--- src/rtl/alu_pkg.sv ---
// Shared encodings for the sequential ALU: op codes, status codes, operand-load keys
// and the controller state type.
package alu_pkg;

   typedef enum logic [3:0] {
      OP_PLUS    = 4'b1110,
      OP_MINUS   = 4'b1101,
      OP_UMNOG   = 4'b1011,
      OP_DELEN   = 4'b0111,
      OP_DEFAULT = 4'b1111
   } op_e;

   typedef enum logic [2:0] {
      CODE_P  = 3'd0,
      CODE_M  = 3'd1,
      CODE_D0 = 3'd2,
      CODE_OV = 3'd3,
      CODE_D  = 3'd4
   } ctrl_e;

   typedef enum logic [1:0] {
      KEY_NONE = 2'b00,
      KEY_B    = 2'b01,
      KEY_A    = 2'b10,
      KEY_BOTH = 2'b11
   } key_e;

   typedef enum logic [1:0] {
      S_IDLE,
      S_CALC,
      S_FIN
   } state_e;

   // Only the four arithmetic codes launch an operation.
   function automatic logic op_valid(input logic [3:0] code);
      return code inside {OP_PLUS, OP_MINUS, OP_UMNOG, OP_DELEN};
   endfunction

endpackage

--- src/rtl/alu_div_iter.sv ---
// Restoring divider: one quotient bit per clock, QW iterations after a start pulse.
// quotient holds its value until the next start; done pulses once when it is final.
module alu_div_iter
   import alu_pkg::*;
#(
   parameter int QW  = 18,
   parameter int REG = 11
) (
   input  logic          clk,
   input  logic          rst,
   input  logic          start,
   input  logic [QW-1:0] dividend,
   input  logic [REG-1:0] divisor,
   output logic [QW-1:0] quotient,
   output logic          done
);

   localparam int CW = $clog2(QW + 1);

   logic [REG-1:0] rem_q, rem_d;
   logic [QW-1:0]  quo_q, quo_d;
   logic [REG-1:0] dvs_q, dvs_d;
   logic [CW-1:0]  cnt_q, cnt_d;
   logic           done_q, done_d;

   logic [REG:0]   shifted;
   logic [REG:0]   diff;

   // NOTE: every always_comb output gets a default first so no path leaves it unassigned (no latch).
   always_comb begin
      rem_d   = rem_q;
      quo_d   = quo_q;
      dvs_d   = dvs_q;
      cnt_d   = cnt_q;
      done_d  = 1'b0;
      shifted = {rem_q, quo_q[QW-1]};
      diff    = shifted - {1'b0, dvs_q};

      if (start) begin
         rem_d = '0;
         quo_d = dividend;
         dvs_d = divisor;
         cnt_d = CW'(QW);
      end else if (cnt_q != '0) begin
         cnt_d = cnt_q - CW'(1);
         // Remainder stays below the divisor, so the trial difference always fits REG bits.
         if (shifted >= {1'b0, dvs_q}) begin
            rem_d = diff[REG-1:0];
            quo_d = {quo_q[QW-2:0], 1'b1};
         end else begin
            rem_d = shifted[REG-1:0];
            quo_d = {quo_q[QW-2:0], 1'b0};
         end
         done_d = (cnt_q == CW'(1));
      end
   end

   // NOTE: sequential state uses non-blocking assignments only, so all flops update together.
   always_ff @(posedge clk) begin
      if (rst) begin
         rem_q  <= '0;
         quo_q  <= '0;
         dvs_q  <= '0;
         cnt_q  <= '0;
         done_q <= 1'b0;
      end else begin
         rem_q  <= rem_d;
         quo_q  <= quo_d;
         dvs_q  <= dvs_d;
         cnt_q  <= cnt_d;
         done_q <= done_d;
      end
   end

   assign quotient = quo_q;
   assign done     = done_q;

endmodule

--- src/rtl/alu_seq.sv ---
// Sequential ALU: operand registers loaded by keys, multi-cycle add/sub/multiply/divide
// launched by start, with saturating registered result and status.
module alu_seq
   import alu_pkg::*;
#(
   parameter int REG   = 11,
   parameter int SCALE = 100
) (
   input  logic           clk_ALU,
   input  logic           rst_ALU,
   input  logic [3:0]     arif_from_top,
   input  logic [REG-1:0] in_numb_from_top,
   input  logic [1:0]     keys,
   input  logic           start,
   output logic [REG-1:0] ind_1,
   output logic [2:0]     control,
   output logic           busy,
   output logic           done
);

   localparam int SW = $clog2(SCALE);
   localparam int QW = REG + SW;
   localparam int CW = $clog2(REG + 1);

   state_e           state_q, state_d;
   op_e              op_q, op_d;
   logic [REG-1:0]   a_q, a_d, b_q, b_d;
   logic [REG-1:0]   wa_q, wa_d, wb_q, wb_d;
   logic [CW-1:0]    cnt_q, cnt_d;
   logic [2*REG-1:0] acc_q, acc_d, mcand_q, mcand_d;
   logic [REG-1:0]   mplier_q, mplier_d;
   logic [REG-1:0]   ind_q, ind_d;
   ctrl_e            control_q, control_d;
   logic             busy_q, busy_d, done_q, done_d;

   logic             div_start, div_done, calc_last;
   logic [QW-1:0]    div_dividend, div_quot;
   logic [REG:0]     sum;

   assign div_dividend = QW'(a_q) * QW'(SCALE);

   alu_div_iter #(.QW(QW), .REG(REG)) u_div (
      .clk      (clk_ALU),
      .rst      (rst_ALU),
      .start    (div_start),
      .dividend (div_dividend),
      .divisor  (b_q),
      .quotient (div_quot),
      .done     (div_done)
   );

   always_comb begin
      state_d   = state_q;
      op_d      = op_q;
      a_d       = a_q;
      b_d       = b_q;
      wa_d      = wa_q;
      wb_d      = wb_q;
      cnt_d     = cnt_q;
      acc_d     = acc_q;
      mcand_d   = mcand_q;
      mplier_d  = mplier_q;
      ind_d     = ind_q;
      control_d = control_q;
      busy_d    = (state_q != S_IDLE);
      done_d    = 1'b0;
      div_start = 1'b0;
      calc_last = 1'b0;
      sum       = {1'b0, wa_q} + {1'b0, wb_q};

      if (keys == KEY_A)      a_d = in_numb_from_top;
      else if (keys == KEY_B) b_d = in_numb_from_top;

      case (state_q)
         S_IDLE: begin
            if (start && op_valid(arif_from_top)) begin
               state_d   = S_CALC;
               op_d      = op_e'(arif_from_top);
               wa_d      = a_q;
               wb_d      = b_q;
               cnt_d     = (arif_from_top == OP_UMNOG) ? CW'(REG) : '0;
               acc_d     = '0;
               mcand_d   = {{REG{1'b0}}, a_q};
               mplier_d  = b_q;
               div_start = (arif_from_top == OP_DELEN) && (b_q != '0);
            end else if (arif_from_top == OP_DEFAULT) begin
               ind_d     = in_numb_from_top;
               control_d = CODE_P;
            end
         end
         S_CALC: begin
            if (op_q == OP_UMNOG && cnt_q != '0) begin
               if (mplier_q[0]) acc_d = acc_q + mcand_q;
               mcand_d  = mcand_q << 1;
               mplier_d = mplier_q >> 1;
               cnt_d    = cnt_q - CW'(1);
            end
            // A real division waits on the divider; everything else on the iteration count.
            calc_last = (op_q == OP_DELEN && wb_q != '0) ? div_done : (cnt_q == '0);
            if (calc_last) state_d = S_FIN;
         end
         S_FIN: begin
            state_d = S_IDLE;
            done_d  = 1'b1;
            case (op_q)
               OP_PLUS: begin
                  ind_d     = sum[REG] ? '1 : sum[REG-1:0];
                  control_d = sum[REG] ? CODE_OV : CODE_P;
               end
               OP_MINUS: begin
                  ind_d     = (wa_q < wb_q) ? (wb_q - wa_q) : (wa_q - wb_q);
                  control_d = (wa_q < wb_q) ? CODE_M : CODE_P;
               end
               OP_UMNOG: begin
                  ind_d     = (|acc_q[2*REG-1:REG]) ? '1 : acc_q[REG-1:0];
                  control_d = (|acc_q[2*REG-1:REG]) ? CODE_OV : CODE_P;
               end
               OP_DELEN: begin
                  if (wb_q == '0) begin
                     control_d = CODE_D0;
                  end else begin
                     ind_d     = (|div_quot[QW-1:REG]) ? '1 : div_quot[REG-1:0];
                     control_d = (|div_quot[QW-1:REG]) ? CODE_OV : CODE_D;
                  end
               end
               default: done_d = 1'b0;
            endcase
         end
         default: state_d = S_IDLE;
      endcase
   end

   always_ff @(posedge clk_ALU) begin
      if (rst_ALU) begin
         state_q   <= S_IDLE;
         op_q      <= OP_DEFAULT;
         a_q       <= '0;
         b_q       <= '0;
         wa_q      <= '0;
         wb_q      <= '0;
         cnt_q     <= '0;
         acc_q     <= '0;
         mcand_q   <= '0;
         mplier_q  <= '0;
         ind_q     <= '0;
         control_q <= CODE_P;
         busy_q    <= 1'b0;
         done_q    <= 1'b0;
      end else begin
         state_q   <= state_d;
         op_q      <= op_d;
         a_q       <= a_d;
         b_q       <= b_d;
         wa_q      <= wa_d;
         wb_q      <= wb_d;
         cnt_q     <= cnt_d;
         acc_q     <= acc_d;
         mcand_q   <= mcand_d;
         mplier_q  <= mplier_d;
         ind_q     <= ind_d;
         control_q <= control_d;
         busy_q    <= busy_d;
         done_q    <= done_d;
      end
   end

   assign ind_1   = ind_q;
   assign control = control_q;
   assign busy    = busy_q;
   assign done    = done_q;

endmodule

--- config.mk ---
export PLATFORM = sky130hd
export DESIGN_NAME = alu_seq
export DESIGN_NICKNAME = d
export VERILOG_FILES = /design/src/rtl/alu_pkg.sv /design/src/rtl/alu_div_iter.sv /design/src/rtl/alu_seq.sv
export SDC_FILE = /design/constraint.sdc
export NUM_CORES = 1
export LEC_CHECK = 0
export CORE_UTILIZATION = 40
export DETAILED_ROUTE_END_ITERATION = 16
export GPL_TIMING_DRIVEN = 0
export PLACE_DENSITY_LB_ADDON = 0.3
export SYNTH_ARGS = -nofsm -noshare
export SYNTH_HDL_FRONTEND = slang
export SYNTH_SLANG_ARGS = --single-unit
--- constraint.sdc ---
create_clock -name clk_ALU -period 4.47 [get_ports clk_ALU]
set_input_delay 0.894 -clock clk_ALU [delete_from_list [all_inputs] [get_ports clk_ALU]]
set_output_delay 0.894 -clock clk_ALU [all_outputs]
set_load 0.005 [all_outputs]
==> reports/metrics.yaml <==
run_status:
  status: "finished clean"
synthesis:
  synth_edf_count: 0
  syn-cell-area_um2: 11100
  ys_seq_elements: 171
  synth_top_area_share_pct: 31.0
  synth_most_common_cell: "nand2_1"
  synth_fp_nets: 1564
  ys_seq_area_share_pct: 31.0
  synth_largest_area_cell: "dfxtp_1"
  ys_types: 64
  syn_inst: 1427
  yosys_warnings: 0
  synthArstFlopShare_pct: 0
  synth_area_leaders: "dfxtp_1 (31%), ha_1 (12%), nand2_1 (8.3%), a21oi_1 (6.4%), nor2_1 (4.4%)"
  postSynthAreaPerCell_um2: 7.74
  ys_top_cells_by_count: "nand2_1 (243), dfxtp_1 (171), a21oi_1 (142)"
  synth_flop_cell: "dfxtp_1"
global_routing:
  grt-ovfl-total: 0
  grt_pass1_vias: 9826
  antenna_found_initial: 0
  grt_max_degree: 17
  grt_pass1_wl_mm: 52.8
  grt_util_all_layers_pct: 23.7
placement:
  dp_slack_ns: 0.630
  place_congestion: 0.931
  dpl.hpwl_mm: 25.3
  place_area_um2: 11800
  io_buffers: 34
route:
  drtAntennaViolNets: 0
  first_iter_violations: 934
  wl_per_cell_um: 18.0
  vias_per_cell: 5.66
  vias: 10400
  totalWireLength_mm: 33.0
  post-route-drc-count: 0
  first_pass_iters: 6
clocking:
  cts_sinks: 171
  clockRootBuffer: "clkbuf_16"
  cts_hold_buf: 0
  path_clk_slew_ns: 0.07
  clk_path_buf_depth: 2
  cts.repair.resized: 0
  h-tree-depth: 4
  postCtsSetupRepairBufs: 0
  cts_buffers: 17
  tritoncts: "yes"
  clk_latency_ns: 0.45
sta:
  min_period_ns: 3.62
  finalWorstSetupSlack_ns: 0.854
  tightest_slew_ns: 0.952
  max_freq_ghz: 0.277
  setup_violations: 0
  tns_ns: 0
  slew_violations: 0
  slew_headroom_pct: 35.9
  hold_violations: 0
  finClkSkew_ns: 0.0175
  rsz0062_at_grt: "false"
  min_period_over_period_pct: 80.9
finish:
  syn_to_final_growth_pct: 12.4
  antenna_cells: 0
  layout-drive-gt1-share_pct: 4.15
  final_area_um2: 12400
  nets: 1617
worst_setup_path:
  worstPathArrival_ns: 3.96
  cp-end-kind: "register"
  crit_type: "reg2reg"
  crit_required_ns: 4.81
  reg2reg_from: "a_q[2]"
  reg2reg_depth: 12
  worstPathMaxFanout: 6
  critPathLaunchType: "register"
  reg2reg_slack_ns: 0.85
  rr_endpoint: "u_div.quotient[15]"
hold_path:
  hold_path_class: "reg2reg"
  holdPathStages: 2
  hold_start: "mplier_q[10]"
  holdPathEnd: "mplier_q[10]"
pwr:
  p_per_area_nw_per_um2: 380
  p_leak_uw: 0.00497
  ir_worst_vdd_mv: 0.301
floorplan:
  coreArea_um2: 27000
  dieArea_um2: 28300
  ioPinCount: 36
  die-height_um: 168
  start_util_pct: 40.9
  die_w_um: 168
  rows: 60
flow_run:
  cap_violations: 0
cells in the final DEF (no fill, tap or decap), types with 10 or more instances in the layout:
| master | count |
|---|---|
| a211oi_1 | 16 |
| a21o_1 | 19 |
| a21oi_1 | 142 |
| a22oi_1 | 19 |
| a311oi_1 | 33 |
| a31oi_1 | 11 |
| buf_2 | 11 |
| clkbuf_1 | 64 |
| clkbuf_16 | 17 |
| clkdlybuf4s50_1 | 34 |
| dfxtp_1 | 171 |
| fa_1 | 11 |
| ha_1 | 106 |
| inv_1 | 80 |
| mux2i_1 | 25 |
| nand2_1 | 243 |
| nand2b_1 | 15 |
| nand3_1 | 30 |
| nor2_1 | 131 |
| nor2b_1 | 25 |
| nor3_1 | 26 |
| nor4_1 | 10 |
| o21ai_0 | 64 |
| xnor2_1 | 29 |
| xor2_1 | 17 |
flip-flops by register name (all words and copies together) (netlist names):
name and cells:
control 3, cnt_q 4, u_div.done 1, mcand_q 22
u_div.quotient 18, acc_q 22, state_q 2, wb_q 11
u_div.rem_q 11, busy 1, u_div.cnt_q 5, b_q 11
op_q 4, mplier_q 11, ind_1 11, a_q 11
done 1, wa_q 11, u_div.dvs_q 11
how the worst max path moves through the flow:
stage | slack, ns | end | from
floorplan | 1.34 | u_div.quotient[14] | a_q[3]
global placement | 0.69 | acc_q[20] | arif_from_top[2]
detailed placement | 0.63 | u_div.done | arif_from_top[2]
CTS | 0.85 | u_div.quotient[15] | a_q[3]
global route | 0.58 | u_div.quotient[16] | a_q[3]
finish | 0.85 | u_div.quotient[15] | a_q[2]
layer usage:
metal | track usage [%] | wire (um) | vias to the layer above
li1 | - | - | 5100
met1 | 31.4 | 15200 | 4894
met2 | 39.0 | 15000 | 337
met3 | 3.86 | 1950 | 47
met4 | 8.10 | 860 | 0
met5 | 0 | 0 | -
where the power goes:
part	switching (uW)	internal [uW]
clock network	694	829
registers	120	1640
logic	891	546
total	1710	3010
cells by family (layout without fill, tap and decap cells):
logic type,after synthesis,in the layout,share of synthesized area (%)
and+or+nand+nor,528,528,21.2
AOI/OAI and AO/OA,377,377,21.9
DFF,171,171,31.0
buffers and inverters,160,226,5.76
adders and majority gates,117,117,14.0
xor gates and xnor gates,46,46,3.65
muxes,28,28,2.57
metrics by stage:
stage,std cells,hold WS [ns],total power (uW),util [%]
final,1834,0.468,4720,45.9
after global routing,1834,0.493,4970,45.9
after CTS,1834,0.464,4700,45.9
after detailed placement,1802,0.454,3200,43.8
after global placement,1802,0.449,3170,43.7
after floorplan,1427,0.436,2810,-
final cells by class:
class | count | area [um^2]
buffer | 80 | 337
clock inverter | 12 | 128
fill | 2704 | 14600
multi-input combinational | 1096 | 7000
inverter | 80 | 300
tap | 341 | 427
sequential | 171 | 3420
clock buffer | 20 | 467
timing repair buffer | 34 | 340
worst max-delay path, stage by stage, from the launching register on:
cell and delay [ns]:
dfxtp_1 0.57, ha_1 0.31, ha_1 0.31, fa_1 0.46
ha_1 0.34, a21o_1 0.19, a21oi_1 0.17, o21ai_0 0.18
a41oi_1 0.30, nor2b_1 0.20, xnor2_1 0.15, nor2_1 0.06
a311oi_1 0.30
Note: power is estimated with default switching activity, not from simulation.
